**src/rtl/dpu_core.sv**
```systemverilog
// Pixel data processing unit: 16 x RGB888 registers,
// one saturating per-channel op per clock, registered k/cc.
module dpu_core (
   input  logic        clk,
   input  logic        rst,
   input  logic [3:0]  Abus,
   input  logic [3:0]  Bbus,
   input  logic [3:0]  Rbus,
   input  logic [2:0]  n,
   output logic [3:0]  cc,
   output logic [23:0] k
);

   typedef enum logic [2:0] {
      OP_ADD = 3'd0,
      OP_SUB = 3'd1,
      OP_AND = 3'd2,
      OP_OR  = 3'd3,
      OP_LDI = 3'd4,
      OP_AVG = 3'd5,
      OP_MOV = 3'd6,
      OP_RD  = 3'd7
   } op_e;

   op_e         op;
   logic [23:0] regs [16];
   logic [23:0] a, b, res;
   logic [23:0] add_px, sub_px, avg_px;
   logic [2:0]  add_c, sub_c;
   logic        carry;
   logic [7:0]  imm;

   assign op  = op_e'(n);
   assign a   = regs[Abus];
   assign b   = regs[Bbus];
   assign imm = {Abus, Bbus};

   // 9-bit per-channel lanes; no carry crosses a channel
   for (genvar i = 0; i < 3; i++) begin : g_ch
      logic [8:0] sum, dif;
      assign sum = {1'b0, a[8*i+:8]} + {1'b0, b[8*i+:8]};
      assign dif = {1'b0, a[8*i+:8]} - {1'b0, b[8*i+:8]};
      assign add_px[8*i+:8] = sum[8] ? 8'hFF : sum[7:0];
      assign sub_px[8*i+:8] = dif[8] ? 8'h00 : dif[7:0];
      assign avg_px[8*i+:8] = sum[8:1];
      assign add_c[i] = sum[8];
      assign sub_c[i] = dif[8];
   end

   always_comb begin
      res   = a;
      carry = 1'b0;
      unique case (op)
         OP_ADD: begin
            res   = add_px;
            carry = |add_c;
         end
         OP_SUB: begin
            res   = sub_px;
            carry = |sub_c;
         end
         OP_AND: res = a & b;
         OP_OR:  res = a | b;
         OP_LDI: res = {imm, imm, imm};
         OP_AVG: res = avg_px;
         OP_MOV: res = a;
         OP_RD:  res = a;
      endcase
   end

   always_ff @(posedge clk) begin
      if (rst) begin
         for (int i = 0; i < 16; i++)
            regs[i] <= 24'h0;
         k  <= 24'h0;
         cc <= 4'h0;
      end else begin
         k  <= res;
         cc <= {res[23], res == 24'h0, carry, a == b};
         if (op != OP_RD)
            regs[Rbus] <= res;
      end
   end

endmodule

```
**config.mk**
```make
export PLATFORM = sky130hd
export DESIGN_NAME = dpu_core
export DESIGN_NICKNAME = d
export VERILOG_FILES = /design/src/rtl/dpu_core.sv
export SDC_FILE = /design/constraint.sdc
export NUM_CORES = 1
export LEC_CHECK = 0
export CAP_MARGIN = 20
export CORE_MARGIN = 2
export CORE_UTILIZATION = 40
export CTS_CLUSTER_DIAMETER = 30
export DETAILED_ROUTE_END_ITERATION = 16
export GPL_TIMING_DRIVEN = 0
export PLACE_DENSITY = 0.69
export SYNTH_ARGS = -nofsm -noshare
export SYNTH_HDL_FRONTEND = slang
export SYNTH_SLANG_ARGS = --single-unit
```
**constraint.sdc**
```tcl
create_clock -name clk -period 6.94 [get_ports clk]
set_clock_uncertainty 0.05 [all_clocks]
set_input_delay 1.388 -clock clk [delete_from_list [all_inputs] [get_ports clk]]
set_output_delay 1.388 -clock clk [all_outputs]
set_load 0.01 [all_outputs]
```
==> results.sh <==
export IMPL_status="complete, but fails checks"
export IMPL_violations="setup timing"
export IMPL_gp_congestion=0.9463
export IMPL_first_pass_iters=6
export IMPL_drv_slew=0
export IMPL_synth_area_top_cells="edfxtp_1 47%, mux4_2 20%, nor2_1 7.0%, ha_1 3.7%, dfxtp_1 2.2%"
export IMPL_nets=2170
export IMPL_place_hpwl_um=63530
export IMPL_setup_viol=1
export IMPL_grt_pass1_wl_um=128500
export IMPL_yosysUniqueCellTypes=92
export IMPL_p_clk_frac=0.456
export IMPL_seq_power_share=0.335
export IMPL_tightest_slew_ps=1150
export IMPL_max_cap_viol_count=0
export IMPL_hp_class="reg -> reg"
export IMPL_switching_power_w=0.002614
export IMPL_final_hold_viol_count=0
export IMPL_finalPower_w=0.008679
export IMPL_stdcell_area_mm2=0.02914
export IMPL_die_area_mm2=0.06312
export IMPL_min_period_ps=6947
export IMPL_grt_setup_unrepaired="true"
export IMPL_port_buffer_count=37
export IMPL_rr_worst_depth=12
export IMPL_first_global_vias=19069
export IMPL_intPower_w=0.006064
export IMPL_fin_cells=2925
export IMPL_p_leak_nw=10.49
export IMPL_syn_avg_cell_area_um2=12.66
export IMPL_drt_initial_drc_count=3291
export IMPL_worst_hold_startpoint="regs[12][10]$_SDFFCE_PN0P_"
export IMPL_die_y_um=251.2
export IMPL_drive_gt1_frac=0.2344
export IMPL_area_growth_pct=19.20
export IMPL_synth_net_count=2027
export IMPL_timing_final_crit_share=1.001
export IMPL_crit_fanout=10
export IMPL_die_w_um=251.2
export IMPL_cts_sinks=411
export IMPL_sw_frac_of_total=0.3013
export IMPL_routed_wl_um=89680
export IMPL_yosysTopAreaCell="edfxtp_1"
export IMPL_via_count=19166
export IMPL_synth_edf_count=384
export IMPL_yosysWarningCount=0
export IMPL_syn_area_mm2=0.02445
export IMPL_ys_seq_elements=411
export IMPL_antenna_found_initial=2
export IMPL_clk_latency_ps=640
export IMPL_ys_async_sr_fraction=0
export IMPL_h_tree_depth=3
export IMPL_irDropWorstVdd_v=0.0001731
export IMPL_reg2reg_slack_ps=1690
export IMPL_synth_top_area_frac=0.4716
export IMPL_cts_buffer_depth=3
export IMPL_combPwrFrac=0.209
export IMPL_fmax_mhz=143.9
export IMPL_required_ps=7380
export IMPL_grt_max_degree=25
export IMPL_seq_area_frac_synth=0.4937
export IMPL_start_util=0.4051
export IMPL_cts_tree="done"
export IMPL_setup_tns_ps=-7.201
export IMPL_cp_arrival_ps=7390
export IMPL_io_pins=45
export IMPL_worst_hold_slack_ps=1155
export IMPL_grt_usage=0.2836
export IMPL_timing_rr_end="cc[2]$_SDFF_PP0_"
export IMPL_drc=0
export IMPL_syn_inst=1931
export IMPL_wire_per_inst_um=30.66
export IMPL_cp_end_kind="flop"
export IMPL_r2r_start="regs[8][4]$_SDFFCE_PN0P_"
export IMPL_critical_path_class="in -> reg"
export IMPL_overflow=0
export IMPL_synth_ff_type="edfxtp_1"
export IMPL_placed_cell_area_mm2=0.02611
export IMPL_worstSetupStartpointType="input port"
export IMPL_drtAntennaViolNets=0
export IMPL_fin_ws_ps=-7.201
export IMPL_cts_buffers=82
export IMPL_core_mm2=0.06036
export IMPL_placementRows=90
export IMPL_vias_per_cell=6.552
export IMPL_relSlewSlack=0.2336
export IMPL_place_inst=2762
export IMPL_min_to="k[10]$_SDFF_PP0_"
export IMPL_power_density_mw_per_mm2=297.8
export IMPL_clkTransAtPathRegs_ps=50
export IMPL_clock_root_buffer="clkbuf_16"
export IMPL_hold_path_depth=4
## state kept, by name, indices dropped and copies added, names as in the netlist
register  count
regs        384
k            23
cc            4
## critical path, cell delays in order
cell,delay (ps)
buf_2,330
buf_4,390
buf_2,500
buf_2,470
mux4_2,410
a22oi_1,230
nand2_1,270
inv_1,150
ha_1,210
inv_1,80
fa_1,490
or3b_2,240
a31oi_1,80
o221ai_1,180
o311ai_0,190
o32ai_2,960
and4_1,320
nand4_1,110
nor4_2,360
## power by group through the flow
stage / logic [W] / clock network [W] / registers (W)
after detailed placement: 0.00169 / 0 / 0.00295
after global placement: 0.00165 / 0 / 0.00293
after CTS: 0.00173 / 0.00394 / 0.00290
after floorplan: 0.00110 / 0 / 0.00293
final: 0.00181 / 0.00396 / 0.00291
after global routing: 0.00190 / 0.00407 / 0.00291
## layer usage
layer	routed length, um	part of all wire	GRT usage	up-vias
li1	-	-	-	7646
met1	29690	0.33	0.3393	9399
met2	40820	0.46	0.4418	1754
met3	12950	0.14	0.09650	365
met4	6212	0.069	0.1764	2
met5	8	0.000089	0	-
## layout make-up
cell class              instances  area, um2
clock inverters                56      558.0
well taps                     782      978.4
repair buffers                 62      800.8
inverters                      82      307.8
fillers                      5085      31210
flip-flops and latches        411      12070
plain buffers                 164      769.5
diodes                          1      2.502
clock buffers                  96       2220
multi-input cells            1271      11430
## synthesized netlist by cell type, drive strengths merged (6+ instances only)
master and n:
o21ai 30, edfxtp 384, buf 59, clkbuf 108, xnor2 12, o211ai 8
nor4 8, mux2i 27, nand4 6, a31oi 13, a22o 6, a21oi 51
o221ai 9, mux4 221, nor3 23, nor2b 22, dfxtp 27, nand2 53
inv 79, nand2b 30, o22ai 14, o21bai 6, or3 10, a221oi 14
ha 73, fa 6, or2 8, a22oi 12, o32ai 7, nor2 459
a211oi 10, and2 11, nand3 19, o21a 11, a21o 8
## metrics by stage
step | utilization | setup WS [ps]
after global placement | 0.4274 | -2121
after detailed placement | 0.4326 | -1599
final | 0.4828 | -7.201
after global routing | 0.4828 | 0.4170
after CTS | 0.4805 | 17.08
after floorplan | - | 356.8
## cell families after synthesis
kind of cell	after synthesis	share of synthesized area
xor gates and xnor gates	13	0.004657
adders and majority gates	79	0.04227
AOI/OAI and AO/OA	254	0.07876
DFF	411	0.4937
buffers and inverters	249	0.04329
and+or+nand+nor	673	0.1205
muxes	252	0.2168
## what timing repair did
action,CTS,global route
hold buffers,0,0
gates resized for setup,33,16
pin swaps,0,2
endpoints found under the setup margin,332,169
setup buffers,3,4
## placed cells by master, fill, tap and decap left out, drive strengths merged, types with 14 or more instances in the layout
cell type	instances
nand2	53
nor2	459
inv	90
nand3	19
buf	78
nor2b	22
edfxtp	384
o22ai	14
nand2b	30
clkdlybuf4s50	37
ha	73
a221oi	14
mux4	221
mux2i	27
nor3	23
a21oi	51
dfxtp	27
clkinv	29
o21ai	30
clkbuf	207
## worst max-delay path by stage
| stage | cells past startpoint | startpoint | to |
|---|---|---|---|
| 6_report | 19 | Abus[1] | cc[2]$_SDFF_PP0_ |
| 5_1_grt | 15 | Bbus[0] | regs[13][10]$_SDFFCE_PN0P_ |
| 4_1_cts | 16 | Bbus[0] | cc[2]$_SDFF_PP0_ |
| 2_1_floorplan | 15 | Bbus[0] | regs[10][10]$_SDFFCE_PN0P_ |
| 3_3_place_gp | 18 | Abus[3] | cc[2]$_SDFF_PP0_ |
| 3_5_place_dp | 18 | Abus[3] | cc[2]$_SDFF_PP0_ |
Power figures use the tool's default switching activity.
